$ cat src/rtl/acc_cmd_sequencer.sv
// acc_cmd_sequencer: turns one command (optional parameter writes A/B plus a
// control write) into a timed register-bus sequence toward an accelerator.
// It then waits for the busy pulse, reads back register 0 and returns a
// response carrying the status word, the busy length and a timeout flag.
//
// Handshakes (valid/ready):
//   cmd: a transfer happens on a rising edge where cmd_valid && cmd_ready.
//        cmd_ready is high only in IDLE while reset is released, so the
//        cmd_* fields are sampled exactly once per command.
//   rsp: rsp_valid rises on entry to RESP and stays high with all rsp_*
//        fields stable until a rising edge with rsp_valid && rsp_ready.
//        cmd_ready returns one cycle later, never in the handshake cycle.
module acc_cmd_sequencer #(
  parameter int DATA_W       = 32,
  parameter int REG_ADDR_W   = 3,
  parameter int BUSY_TIMEOUT = 4,
  parameter int CNT_W        = 16
) (
  input  logic                  clk,
  input  logic                  reset,
  // command channel
  input  logic                  cmd_valid,
  output logic                  cmd_ready,
  input  logic                  cmd_pa_en,
  input  logic                  cmd_pb_en,
  input  logic [REG_ADDR_W-1:0] cmd_pa_idx,
  input  logic [REG_ADDR_W-1:0] cmd_pb_idx,
  input  logic [DATA_W-1:0]     cmd_pa_data,
  input  logic [DATA_W-1:0]     cmd_pb_data,
  input  logic [DATA_W-1:0]     cmd_ctrl,
  // accelerator register bus
  output logic [REG_ADDR_W-1:0] cpu_addr,
  output logic [DATA_W-1:0]     cpu_data_out,
  output logic                  cpu_write,
  output logic                  cpu_read,
  input  logic [DATA_W-1:0]     cpu_data_in,
  input  logic                  cpu_acc_busy,
  // response channel
  output logic                  rsp_valid,
  input  logic                  rsp_ready,
  output logic [DATA_W-1:0]     rsp_status,
  output logic [CNT_W-1:0]      rsp_cycles,
  output logic                  rsp_timeout,
  // current FSM state, for debug and assertion binding
  output logic [3:0]            dbg_state
);

  // Timeout counter only has to reach BUSY_TIMEOUT-1.
  localparam int TO_W = (BUSY_TIMEOUT > 1) ? $clog2(BUSY_TIMEOUT) : 1;
  localparam logic [TO_W-1:0] TO_LAST = TO_W'(BUSY_TIMEOUT - 1);

  typedef enum logic [3:0] {
    S_IDLE,
    S_WR_A,
    S_GAP_A,
    S_WR_B,
    S_GAP_B,
    S_WR_CTRL,
    S_WAIT_RISE,
    S_WAIT_FALL,
    S_RD,
    S_CAPTURE,
    S_RESP
  } state_t;

  state_t                r_state;
  state_t                w_next;

  // registered copy of the accepted command
  logic                  r_pa_en;
  logic                  r_pb_en;
  logic [REG_ADDR_W-1:0] r_pa_idx;
  logic [REG_ADDR_W-1:0] r_pb_idx;
  logic [DATA_W-1:0]     r_pa_data;
  logic [DATA_W-1:0]     r_pb_data;
  logic [DATA_W-1:0]     r_ctrl;

  // wait-phase bookkeeping and response registers
  logic [TO_W-1:0]       r_to_cnt;
  logic [CNT_W-1:0]      r_busy_cnt;
  logic                  r_timeout;
  logic [DATA_W-1:0]     r_status;

  logic                  w_accept;
  logic                  w_to_expired;

  assign w_accept     = cmd_valid && cmd_ready;
  assign w_to_expired = (r_to_cnt == TO_LAST);

  // State register; reset abandons any command in flight.
  always_ff @(posedge clk or negedge reset) begin
    if (!reset) begin
      r_state <= S_IDLE;
    end else begin
      r_state <= w_next;
    end
  end

  // Next-state decode and the register-bus strobes, which are pure
  // functions of the state so they vanish the instant reset asserts.
  always_comb begin
    w_next       = r_state;
    cpu_write    = 1'b0;
    cpu_read     = 1'b0;
    cpu_addr     = '0;
    cpu_data_out = '0;
    unique case (r_state)
      S_IDLE: begin
        if (w_accept) begin
          if (cmd_pa_en)      w_next = S_WR_A;
          else if (cmd_pb_en) w_next = S_WR_B;
          else                w_next = S_WR_CTRL;
        end
      end
      S_WR_A: begin
        cpu_write    = 1'b1;
        cpu_addr     = r_pa_idx;
        cpu_data_out = r_pa_data;
        w_next       = S_GAP_A;
      end
      S_GAP_A: begin
        w_next = r_pb_en ? S_WR_B : S_WR_CTRL;
      end
      S_WR_B: begin
        cpu_write    = 1'b1;
        cpu_addr     = r_pb_idx;
        cpu_data_out = r_pb_data;
        w_next       = S_GAP_B;
      end
      S_GAP_B: begin
        w_next = S_WR_CTRL;
      end
      S_WR_CTRL: begin
        cpu_write    = 1'b1;
        cpu_addr     = '0;
        cpu_data_out = r_ctrl;
        w_next       = S_WAIT_RISE;
      end
      S_WAIT_RISE: begin
        // busy wins over an expiring timeout in the same cycle
        if (cpu_acc_busy)      w_next = S_WAIT_FALL;
        else if (w_to_expired) w_next = S_RD;
      end
      S_WAIT_FALL: begin
        if (!cpu_acc_busy) w_next = S_RD;
      end
      S_RD: begin
        cpu_read = 1'b1;
        cpu_addr = '0;
        w_next   = S_CAPTURE;
      end
      S_CAPTURE: begin
        w_next = S_RESP;
      end
      S_RESP: begin
        if (rsp_ready) w_next = S_IDLE;
      end
      default: begin
        w_next = S_IDLE;
      end
    endcase
  end

  // Capture every command field on acceptance so inputs may change afterwards.
  always_ff @(posedge clk or negedge reset) begin
    if (!reset) begin
      r_pa_en   <= 1'b0;
      r_pb_en   <= 1'b0;
      r_pa_idx  <= '0;
      r_pb_idx  <= '0;
      r_pa_data <= '0;
      r_pb_data <= '0;
      r_ctrl    <= '0;
    end else if (w_accept) begin
      r_pa_en   <= cmd_pa_en;
      r_pb_en   <= cmd_pb_en;
      r_pa_idx  <= cmd_pa_idx;
      r_pb_idx  <= cmd_pb_idx;
      r_pa_data <= cmd_pa_data;
      r_pb_data <= cmd_pb_data;
      r_ctrl    <= cmd_ctrl;
    end
  end

  // Timeout counter, busy-length counter and timeout flag for the wait phase.
  always_ff @(posedge clk or negedge reset) begin
    if (!reset) begin
      r_to_cnt   <= '0;
      r_busy_cnt <= '0;
      r_timeout  <= 1'b0;
    end else begin
      unique case (r_state)
        S_WR_CTRL: begin
          r_to_cnt   <= '0;
          r_busy_cnt <= '0;
          r_timeout  <= 1'b0;
        end
        S_WAIT_RISE: begin
          if (cpu_acc_busy) begin
            // the rising cycle itself is the first busy cycle
            r_busy_cnt <= CNT_W'(1);
          end else if (w_to_expired) begin
            r_timeout <= 1'b1;
          end else begin
            r_to_cnt <= r_to_cnt + 1'b1;
          end
        end
        S_WAIT_FALL: begin
          if (cpu_acc_busy && (r_busy_cnt != {CNT_W{1'b1}})) begin
            r_busy_cnt <= r_busy_cnt + 1'b1;
          end
        end
        default: begin
        end
      endcase
    end
  end

  // Read data arrives the cycle after the read strobe, i.e. in CAPTURE.
  always_ff @(posedge clk or negedge reset) begin
    if (!reset) begin
      r_status <= '0;
    end else if (r_state == S_CAPTURE) begin
      r_status <= cpu_data_in;
    end
  end

  assign cmd_ready   = (r_state == S_IDLE) && reset;
  assign rsp_valid   = (r_state == S_RESP);
  assign rsp_status  = r_status;
  assign rsp_cycles  = r_busy_cnt;
  assign rsp_timeout = r_timeout;
  assign dbg_state   = r_state;

endmodule

$ cat config.mk
export PLATFORM = sky130hd
export DESIGN_NAME = acc_cmd_sequencer
export DESIGN_NICKNAME = d
export VERILOG_FILES = /design/src/rtl/acc_cmd_sequencer.sv
export SDC_FILE = /design/constraint.sdc
export NUM_CORES = 1
export LEC_CHECK = 0
export ABC_AREA = 1
export BUFFER_PORTS_ARGS = -buffer_cell sky130_fd_sc_hd__buf_2
export CAP_MARGIN = 20
export CORE_ASPECT_RATIO = 2
export CORE_MARGIN = 5
export CORE_UTILIZATION = 51
export CTS_CLUSTER_DIAMETER = 150
export DETAILED_ROUTE_END_ITERATION = 16
export HOLD_SLACK_MARGIN = 0.1
export PLACE_DENSITY = 0.84
export SLEW_MARGIN = 5
export SYNTH_ARGS = -nofsm -noshare
export SYNTH_HDL_FRONTEND = slang
export SYNTH_SLANG_ARGS = --single-unit
$ cat constraint.sdc
create_clock -name clk -period 1.9 [get_ports clk]
set_input_delay 0.285 -clock clk [delete_from_list [all_inputs] [get_ports clk]]
set_output_delay 0.285 -clock clk [all_outputs]
set_load 0.02 [all_outputs]
# Word level (Yosys, flattened, before mapping)
# Index checks and enable logic that the tools add are counted.
[op_classes]
addsub = 2
eq_ne = 21
mux = 22
reduce_logical = 11
[op_table]
columns = ["op", "n"]
rows = [
  ["one-hot mux 32 bit (3 select lines)", 1],
  ["one-hot mux 16 bit (3 select lines)", 1],
  ["one-hot mux 4 bit (11 select lines)", 1],
  ["2-to-1 mux 16 bit", 2],
  ["2-to-1 mux 4 bit", 5],
  ["adder 16 x 1 -> 16 bit (second input constant)", 1],
  ["== test 4 x 3 -> 1 bit (second input constant)", 4],
  ["inequality test 16 bit (second input constant)", 1],
  ["inequality test 2 bit (second input constant)", 7],
  ["== test 4 bit (second input constant)", 3],
  ["2-to-1 mux 3 bit", 3],
  ["AND reduction 3 bit", 3],
  ["== test 4 x 2 -> 1 bit (second input constant)", 2],
  ["one-hot mux 3 bit (2 select lines)", 1],
  ["== test 4 x 1 -> 1 bit (second input constant)", 1],
  ["zero test 4 bit", 1],
  ["2-to-1 mux 1 bit", 4],
  ["2-to-1 mux 2 bit", 2],
  ["one-hot mux 2 bit (2 select lines)", 1],
  ["AND reduction 4 bit", 1],
  ["logical AND 1 bit", 3],
  ["inequality test 3 bit (second input constant)", 1],
  ["nonzero test 3 bit", 1],
  ["OR reduction 3 bit", 1],
  ["5 further kinds", 5],
]
[totals]
regBits = 158

# Logic depth before layout (Yosys ltp)
[depth]
depth_word = 5
ltp_mapped = 11
depth_no_buf = 10

# Worst setup path after synthesis
# OpenSTA, ideal clock, no wires.
[synth_timing]
path_kind = "flip-flop to output port"
startpoint = "reg r_state[0], in the netlist dbg_state[0]"
endpoint = "out cpu_data_out[0]"
t_arrival_ns = 1.577
t_required_ns = 1.615
slack_ns = 0.038
path_stages_with_launch = 8
path_buffers = 1
cell_sequence = "dfrtp_1 -> inv_1 -> nor2_1 -> nand2_1 -> inv_1 -> clkbuf_1 -> nand2_1 -> nand3_1"
[synth_via]
elab_chain_cells = 2
elab_cells_between_ends = 4
cone_classes = "3 x eq/ne; 1 x mux"
[synth_rtl]
columns = ["element", "line_no", "rtl"]
rows = [
  ["start: declaration", "66", "state_t r_state;"],
  ["start signal: assignment", "95", "r_state <= w_next;"],
  ["== test 4 x 3 -> 1 bit (tied with other cells)", "107", "unique case (r_state)"],
  ["one-hot mux 32 bit (3 select lines) (*)", "107", ""],
  ["end: declaration", "33", "output logic [DATA_W-1:0] cpu_data_out,"],
]
# Every way passes the cells marked *; elsewhere a longest branch is shown, timed or not.

# Final worst setup path
[layout_timing]
startpoint = "reg r_state[2], in the netlist dbg_state[2]"
endpoint = "reg r_pa_data[28]"
[layout_via]
elab_chain_cells = 3
[layout_rtl]
columns = ["element", "line_no", "rtl"]
rows = [
  ["zero test 4 bit", "228", "assign cmd_ready = (r_state == S_IDLE) && reset;"],
  ["logical AND 1 bit", "228", ""],
  ["logical AND 1 bit", "87", "assign w_accept = cmd_valid && cmd_ready;"],
  ["end signal: assignment", "179", "r_pa_data <= cmd_pa_data;"],
  ["end: declaration", "74", "logic [DATA_W-1:0] r_pa_data;"],
]
# Every way passes these cells.
# A chain may end at the register's enable or synchronous reset.

==> flow_summary.ini <==
[synthesis]
syn_avg_cell_area_um2 = 8.054
yosysTopAreaCellShare_pct = 54.73
synthesis.area_um2 = 7224
synthesis.instances = 897
synth-async-reset-ratio_pct = 100.0
yosys.area.top_type = dfrtp_1
yosys-top-cells-area = dfrtp_1 (55%), nand2_1 (26%), mux2_2 (5.0%)
ys_warn_count = 0
yosysUniqueCellTypes = 29
ys_seq_elements = 158
yosysSeqAreaShare_pct = 54.73
synth_ff_type = dfrtp_1
synth-edff-count = 0
syn-num-nets = 1040

[floorplan]
die-width_um = 94.16
num_rows = 61
io_pins = 233
die_height_um = 178.3
die_area_um2 = 16790
core_area_um2 = 13890
initial_core_util_pct = 52.01

[cells_and_area]
area_growth_syn_to_layout_pct = 60.63
antennaDiodeCount = 0
fillers = 785
multiInputGateArea_um2 = 3402
final_area_um2 = 11600
final_layout_size_suffix_gt1_share_pct = 35.59
seqCellArea_um2 = 3956
final_nets = 1417

[pwr]
p_per_area_nw_per_um2 = 1490
comb_power_share_pct = 45.9
ir_drop_v = 0.0009208
leakage_nw = 6.272
seqPwrFrac_pct = 33.7
netSwitchingPower_mw = 7.137
swShare_pct = 41.29
clkPwrFrac_pct = 20.4
power.internal_mw = 10.15

[setup_path]
critPathMostFrequentCell = buf_6
critPathArrivalTime_ns = 2.35
crit_required_ns = 2.19
endpoint_kind = flip-flop
worst-path-max-fanout = 14
path_class = reg2reg
cp_slowest_cell = dfrtp_1
cpPeakStageDelay_ns = 0.40
cp_cell_sequence = buf_6 -> nor2_4 -> buf_4 -> buf_6 -> nand3_4 -> nor3_4 -> clkinv_4 -> buf_12 -> buf_16 -> nand2_2 -> nand2_1
startpoint_type = flip-flop

[job]
cap_violations = 0

[cts]
path_clk_slew_ns = 0.07
cts_tree = done
clockBufferDepth = 2
insertion_delay_ns = 0.42
clockRootBuffer = clkbuf_16
cts_sinks = 158
h-tree-depth = 4
cts-buffers-inserted = 17

[timing]
finClkSkew_ns = 0.01684
min_period_ns = 2.059
hold_viol = 0
finalWorstSetupSlack_ns = -0.1586
clock.fmax_ghz = 0.4858
drv_slew = 0
finalSetupTns_ns = -11.01
fin_crit_sh_pct = 108.3
whs_ns = 0.1040
rsz0062_at_grt = true
finalSetupViolCount = 141
worst_pin_slew_ns = 0.8546
relSlewSlack_pct = 43.02

[grt]
grt_pass1_vias = 8309
antenna_found_initial = 0
grt_pass1_wl_um = 40630
grt_overflow = 0
grt_max_degree = 159
track_usage_pct = 31.56

[placement]
placed_cell_area_um2 = 8700
routabilityCongestion = 0.8965
portBuffers = 232
hpwl_um = 14340

[route]
detail-route-antenna-nets = 0
vias = 8178
drc = 0
drt_iter0_markers = 690
wire_per_inst_um = 20.34
dr.pass1.iters = 7
vias_per_cell = 5.541
wl_um = 30020

[status]
outcome = finished with violations
violations = negative setup slack

[min_path]
hp-class = in2reg
[through the flow]
stage          instances  utilization [%]  setup WS, ns  total power, mW
6_report            1476            83.54       -0.1586            17.29
5_1_grt             1476            83.54       -0.2465            18.04
4_1_cts             1453            78.97       -0.1478            15.77
3_5_place_dp        1303            62.63       0.09856            10.98
3_3_place_gp        1303            62.63        0.1109            10.78
2_1_floorplan        897                -       0.03843            8.923
[power by group through the flow]
stage	logic (mW)	clock network (mW)	registers, mW
floorplan	3.01	0	5.92
global placement	5.30	0	5.48
detailed placement	5.44	0	5.53
CTS	6.74	3.51	5.52
global route	8.42	3.68	5.94
finish	7.94	3.52	5.83
[logic make-up after synthesis]
| family | count (synthesis) | share of synthesized area (%) |
|---|---|---|
| adder cells (fa/ha/maj) | 2 | 0.3463 |
| XOR/XNOR | 2 | 0.2425 |
| multiplexers | 32 | 4.988 |
| AO/OA/AOI/OAI | 27 | 2.199 |
| buffers and inverters | 66 | 4.139 |
| flip-flops | 158 | 54.73 |
| AND/OR/NAND/NOR | 610 | 33.36 |
[repair_timing]
| item | 4_1_cts | 5_1_grt |
|---|---|---|
| endpoints found under the setup margin | 36 | 156 |
| pin swaps | 8 | 14 |
| gates resized for setup | 130 | 98 |
| gates cloned | 4 | 10 |
| buffers inserted | 9 | 15 |
| hold buffers | 105 | 0 |
| hold endpoints to repair | 218 | 0 |
[registers in the layout, indices dropped and copies added (netlist names)]
| name | flops |
|---|---|
| r_ctrl | 32 |
| r_pb_data | 32 |
| rsp_status | 32 |
| r_pb_idx | 3 |
| r_pa_idx | 3 |
| r_pb_en | 1 |
| rsp_cycles | 16 |
| r_to_cnt | 2 |
| dbg_state | 4 |
| r_pa_data | 32 |
| rsp_timeout | 1 |
[Yosys cell counts, types with 6 or more instances]
| cell | number |
|---|---|
| buf_2 | 17 |
| buf_4 | 6 |
| dfrtp_1 | 158 |
| nor2_1 | 41 |
| nand2_1 | 503 |
| o21ai_0 | 11 |
| nand3_1 | 52 |
| a21oi_1 | 7 |
| clkbuf_1 | 12 |
| inv_1 | 26 |
| mux2_2 | 32 |
[critical path: cells and delay by family, from the launching register on]
kind                   cells  cell delay, ns
buffers and inverters      6            0.82
flip-flops                 1            0.40
AND/OR/NAND/NOR            5            0.72
[cell type report]
class | instances | area share [%]
clock buffer | 18 | 3.698
clock inverter | 14 | 1.466
inverter | 30 | 1.143
multi-input combinational | 673 | 29.32
sequential | 158 | 34.09
tap | 189 | 2.038
timing repair buffer | 394 | 28.25
[routing by layer]
layer / track usage [%] / routed length [µm] / vias up
met4: 19.65 / 2439 / 0
li1: - / - / 3554
met2: 57.47 / 15570 / 618
met3: 6.796 / 2627 / 208
met5: 0 / 0 / -
met1: 31.82 / 9382 / 3798
[final timing paths]
kind	start	end	slack [ns]	cells after the start
hold reg to reg	r_pa_idx[0]$_DFFE_PN0P_	r_pa_idx[0]$_DFFE_PN0P_	0.47	2
hold / removal	cpu_data_in[30]	rsp_status[30]$_DFFE_PN0P_	0.10	2
max in group asynchronous	reset	rsp_cycles[14]$_DFFE_PN0P_	0.67	3
setup reg to reg	dbg_state[2]$_DFFE_PN0P_	r_pa_data[28]$_DFFE_PN0P_	-0.16	11
min in group asynchronous	reset	r_ctrl[4]$_DFFE_PN0P_	0.57	3
setup / recovery	dbg_state[2]$_DFFE_PN0P_	r_pa_data[28]$_DFFE_PN0P_	-0.16	11
[layout by cell type, fill, tap and decap left out, types with 28 or more instances in the layout]
cell type      netlist  final
nor2_1              41     38
buf_6                1     42
buf_4                6     28
dlygate4sd3_1        0    105
nand2_1            503    452
nand3_2              1     29
buf_2               17    193
nand2_2              2     39
mux2_2              32     32
dfrtp_1            158    156
(Power assumes the default switching activity.)
